File: src/rtl/mul_pkg.sv
// Shared constants for the multiply datapaths: controller state encoding and
// the default operand widths also used by the array multiplier bench.
package mul_pkg;

    localparam int MUL_N = 4;
    localparam int MUL_M = 3;

    localparam logic [1:0] ST_IDLE = 2'd0;
    localparam logic [1:0] ST_RUN  = 2'd1;
    localparam logic [1:0] ST_DONE = 2'd2;

endpackage

File: src/rtl/mul_row.sv
// One multiply row: z = ({N{d}} & x) + u + b, built as an and-gate row
// feeding a ripple chain of full adders with b as the carry-in.
module mul_row #(
    parameter int N = 4
) (
    input  logic [N-1:0] x,
    input  logic [N-1:0] u,
    input  logic         d,
    input  logic         b,
    output logic [N:0]   z
);

    logic [N:0]   carry_s;
    logic [N-1:0] pp_s;

    // ripple full-adder chain over the gated partial product
    always_comb begin
        carry_s    = {(N+1){1'b0}};
        pp_s       = {N{1'b0}};
        z          = {(N+1){1'b0}};
        carry_s[0] = b;
        for (int i = 0; i < N; i++) begin
            pp_s[i]      = x[i] & d;
            z[i]         = pp_s[i] ^ u[i] ^ carry_s[i];
            carry_s[i+1] = (pp_s[i] & u[i]) | (pp_s[i] & carry_s[i]) | (u[i] & carry_s[i]);
        end
        z[N] = carry_s[N];
    end

endmodule

File: src/rtl/seq_mul_ctrl.sv
// Iterative multiply-add p = x*y + u + v, one mul_row reused for M cycles.
// Optional build macro SEQ_MUL_EARLY_EXIT_EN stops once remaining y/v bits are zero.
module seq_mul_ctrl
    import mul_pkg::*;
#(
    parameter int N = MUL_N,
    parameter int M = MUL_M
) (
    input  logic           clk,
    input  logic           reset,
    input  logic           start,
    input  logic [N-1:0]   x,
    input  logic [N-1:0]   u,
    input  logic [M-1:0]   y,
    input  logic [M-1:0]   v,
    output logic           busy,
    output logic           done,
    output logic [N+M-1:0] p
);

    localparam int KW = (M > 1) ? $clog2(M) : 1;
    localparam logic [KW-1:0] LAST_K = KW'(M - 1);

    logic [1:0]     state_r;
    logic [N-1:0]   x_r;
    logic [M-1:0]   y_r;
    logic [M-1:0]   v_r;
    logic [N-1:0]   acc_hi_r;
    logic [M-1:0]   lo_r;
    logic [KW-1:0]  k_r;
    logic           busy_r;
    logic           done_r;
    logic [N+M-1:0] p_r;

    logic [N:0]     row_s;
    logic [M-1:0]   lo_nxt_s;
    logic           last_s;
    logic [N+M-1:0] p_nxt_s;

    mul_row #(.N(N)) u_row (
        .x (x_r),
        .u (acc_hi_r),
        .d (y_r[k_r]),
        .b (v_r[k_r]),
        .z (row_s)
    );

    // low product bit of this row lands at position k
    always_comb begin
        lo_nxt_s       = lo_r;
        lo_nxt_s[k_r]  = row_s[0];
    end

`ifdef SEQ_MUL_EARLY_EXIT_EN
    logic [KW:0]    sh_s;
    logic [M-1:0]   rem_s;
    logic [N+M-1:0] hi_ext_s;

    // finish as soon as no weight remains above row k; upper lo bits are still zero
    always_comb begin
        sh_s     = {1'b0, k_r} + {{KW{1'b0}}, 1'b1};
        rem_s    = (y_r | v_r) >> sh_s;
        last_s   = (rem_s == {M{1'b0}});
        hi_ext_s = {{M{1'b0}}, row_s[N:1]};
        p_nxt_s  = (hi_ext_s << sh_s) | {{N{1'b0}}, lo_nxt_s};
    end
`else
    // fixed M rows
    always_comb begin
        last_s  = (k_r == LAST_K);
        p_nxt_s = {row_s[N:1], lo_nxt_s};
    end
`endif

    // controller and datapath registers
    always_ff @(posedge clk or negedge reset) begin
        if (!reset) begin
            state_r  <= ST_IDLE;
            x_r      <= {N{1'b0}};
            y_r      <= {M{1'b0}};
            v_r      <= {M{1'b0}};
            acc_hi_r <= {N{1'b0}};
            lo_r     <= {M{1'b0}};
            k_r      <= {KW{1'b0}};
            busy_r   <= 1'b0;
            done_r   <= 1'b0;
            p_r      <= {(N+M){1'b0}};
        end else begin
            done_r <= 1'b0;
            case (state_r)
                ST_IDLE, ST_DONE: begin
                    if (start) begin
                        x_r      <= x;
                        y_r      <= y;
                        v_r      <= v;
                        acc_hi_r <= u;
                        lo_r     <= {M{1'b0}};
                        k_r      <= {KW{1'b0}};
                        busy_r   <= 1'b1;
                        state_r  <= ST_RUN;
                    end else begin
                        busy_r  <= 1'b0;
                        state_r <= ST_IDLE;
                    end
                end
                ST_RUN: begin
                    acc_hi_r <= row_s[N:1];
                    lo_r     <= lo_nxt_s;
                    k_r      <= k_r + KW'(1'b1);
                    if (last_s) begin
                        busy_r  <= 1'b0;
                        done_r  <= 1'b1;
                        p_r     <= p_nxt_s;
                        state_r <= ST_DONE;
                    end else begin
                        busy_r  <= 1'b1;
                        state_r <= ST_RUN;
                    end
                end
                default: begin
                    busy_r  <= 1'b0;
                    state_r <= ST_IDLE;
                end
            endcase
        end
    end

    assign busy = busy_r;
    assign done = done_r;
    assign p    = p_r;

endmodule

File: config.mk
export PLATFORM = sky130hd
export DESIGN_NAME = seq_mul_ctrl
export DESIGN_NICKNAME = d
export VERILOG_FILES = /design/src/rtl/mul_pkg.sv /design/src/rtl/mul_row.sv /design/src/rtl/seq_mul_ctrl.sv
export SDC_FILE = /design/constraint.sdc
export NUM_CORES = 1
export LEC_CHECK = 0
export ABC_AREA = 1
export CAP_MARGIN = 20
export CELL_PAD_IN_SITES_DETAIL_PLACEMENT = 2
export CELL_PAD_IN_SITES_GLOBAL_PLACEMENT = 2
export CORE_ASPECT_RATIO = 1.75
export CORE_MARGIN = 2
export CORE_UTILIZATION = 25
export CTS_BUF_LIST = sky130_fd_sc_hd__clkbuf_8
export DETAILED_ROUTE_END_ITERATION = 12
export PLACE_DENSITY_LB_ADDON = 0.1
export SYNTH_ARGS = -nofsm -noshare
export SYNTH_HDL_FRONTEND = slang
export SYNTH_SLANG_ARGS = --single-unit
File: constraint.sdc
create_clock -name clk -period 7.48 [get_ports clk]
set_clock_uncertainty 0.1 [all_clocks]
set_input_delay 1.122 -clock clk [delete_from_list [all_inputs] [get_ports clk]]
set_output_delay 1.122 -clock clk [all_outputs]
set_load 0.02 [all_outputs]
==> reports/summary.txt <==
Most common cell after layout, fill and taps aside -> nand2_1
Setup Total Neg Slack -> 0 ns
Initial Utilization -> 0.262
GR Overflow Total -> 0
CP Launch Type -> register
Vias in the first global route -> 1144
Slew HR -> 0.751
Clk_lat worst skew -> 0.28 ns
CTS clk-pin slew, worst paths -> 0.10 ns
Sequential area share after synthesis -> 0.505
Top fanout value on the critical path -> 8
Worst Hold Class -> reg2reg
Crit path DAT -> 3.23 ns
Class of the most critical setup path -> reg2reg
Post-Syn Instances -> 156
Layout Utilization -> 0.337
Final hold violation count -> 0
Most frequent cells in the layout -> 61 x nand2_1, 28 x dfrtp_1, 25 x clkdlybuf4s50_1
Clock sinks -> 28
Post-layout nets -> 209
Global-route wire length before repair -> 5.41 mm
Worst setup EP type -> register
Post-synth net total -> 180
Final WL -> 3.26 mm
Area grow syn2layout -> 28.8%
Die Area -> 6180 µm²
Gp weighted congestion -> 0.682
Post-CTS sizing -> 0
Fmax -> 0.322 GHz
Antenna fix cells -> 0
DP Cell Count -> 254
Count of final setup violators -> 0
Status -> finished, final reports clean
Period utilisation layout -> 0.416
Largest net degree at the start of global routing -> 29
Clk root buf -> clkbuf_8
Syn_area_per_cell -> 8.89 µm²
Gr usage total -> 0.119
Routed WL per cell -> 12.6 µm
Vias per cell -> 4.16
Die Height -> 103 µm
Drt pass-1 iters -> 3
Worst Path Required -> 7.60 ns
Vias -> 1073
CTS tree -> built
WHS -> 0.386 ns
FP Rows -> 35
Share of post-route cells with drive strength above 1 -> 0.114
Synth Cell Area -> 1390 µm²
CTS Buffer Depth -> 2
Initial antenna violation count -> 0
P_leak -> 0.881 nW
Synthesized flop and latch total -> 28
Inserted Clock Buffers -> 3
R2R setup slack -> 4.37 ns
Total chip power -> 802 µW
Htree depth -> 1
Final WS setup -> 4.37 ns
Max_cap viols -> 0
Crit path max-delay cell type -> fa_1
Fin cells -> 258
Pre-CTS setup slack -> 4.37 ns
Worst ir drop on vdd -> 0.153 mV
Setup Fix Bufs, Post-CTS -> 0
CP max stage delay -> 0.44 ns
I/O pin total -> 26
Pwr per Cell Area -> 449 nW/µm²
Die width -> 60.3 µm
Yosys warnings -> 0
PortBufs -> 25
Starting DRT DRC Count -> 18
Final non-filler cell area -> 1790 µm²
Count of different cell masters after synthesis -> 15
Core area -> 5300 µm²
Slew at the pin with the worst max-slew slack -> 0.374 ns
Min cycle time layout -> 3.11 ns
Hold Buf Count CTS -> 0
Final Max Tran Viols -> 0
Critical-path cell list -> inv_1 > nand2_1 > nand3_1 > a21oi_1 > fa_1 > fa_1 > fa_1 > inv_1 > fa_1 > inv_1 > nand2_1 > nand2_1 > inv_1 > nand2_1
RSZ-0062 raised after global routing -> false
Post-DP Area -> 1710 µm²
Drt drc -> 0
HPWL Detailed -> 2.63 mm
Antenna-violating nets left -> 0
## cells in the mapped netlist
cell | n | area, µm²
fa_1 | 4 | 80.1
inv_4 | 2 | 12.5
nand3_1 | 5 | 25.0
inv_1 | 23 | 86.3
a21oi_1 | 3 | 15.0
nand2_1 | 61 | 229
o21ai_0 | 9 | 45.0
o21ai_2 | 9 | 78.8
nor2_1 | 2 | 7.51
nor2_2 | 1 | 6.26
ha_1 | 3 | 37.5
buf_6 | 2 | 22.5
dfrtp_1 | 28 | 701
nand2_2 | 1 | 6.26
nand2_4 | 3 | 33.8
## state kept, by name, indices dropped and copies added (netlist names)
name / flops
acc_hi_r: 4
done: 1
k_r: 2
lo_r: 2
p: 7
state_r: 2
v_r: 3
x_r: 4
y_r: 3
## worst paths after layout
kind | from | to | depth (start not counted)
min in group asynchronous | reset | done | 2
max in group asynchronous | reset | acc_hi_r[3] | 2
hold / removal | p[0] | p[0] | 2
hold reg to reg | p[0] | p[0] | 2
setup / recovery | k_r[0] | acc_hi_r[2] | 14
setup reg to reg | k_r[0] | acc_hi_r[2] | 14
## critical path: cells and delay by family, from the launching register on
kind,cells,cell delay (ns)
DFF,1,0.43
adders and majority gates,4,1.67
buffers and inverters,4,0.39
AOI/OAI and AO/OA,1,0.10
and+or+nand+nor,5,0.37
## kinds of logic after synthesis
kind of cell,share of synthesized area
compound gates,0.100
buf+inv,0.0875
simple gates,0.222
fa+ha+maj,0.0848
flops,0.505
## layout make-up
type	instances	area (µm²)
clock buffers	3	41.3
clock inverters	1	30.0
fillers	610	3510
inverters	25	98.8
multi-input cells	101	564
flip-flops and latches	28	701
well taps	74	92.6
repair buffers	26	258
## routing by layer
layer  routed length (µm)  vias up  track usage
li1                     -      526            -
met1                 1300      523        0.132
met2                 1820       20        0.222
met3                   98        4       0.0151
met4                   45        0       0.0410
met5                    0        -            0
## where the power goes
part | switching (mW) | leakage, nW | internal (mW)
Clock | 0.0502 | 0.0357 | 0.0717
Sequential | 0.0407 | 0.352 | 0.221
Combinational | 0.260 | 0.493 | 0.158
(Power assumes the default switching activity.)
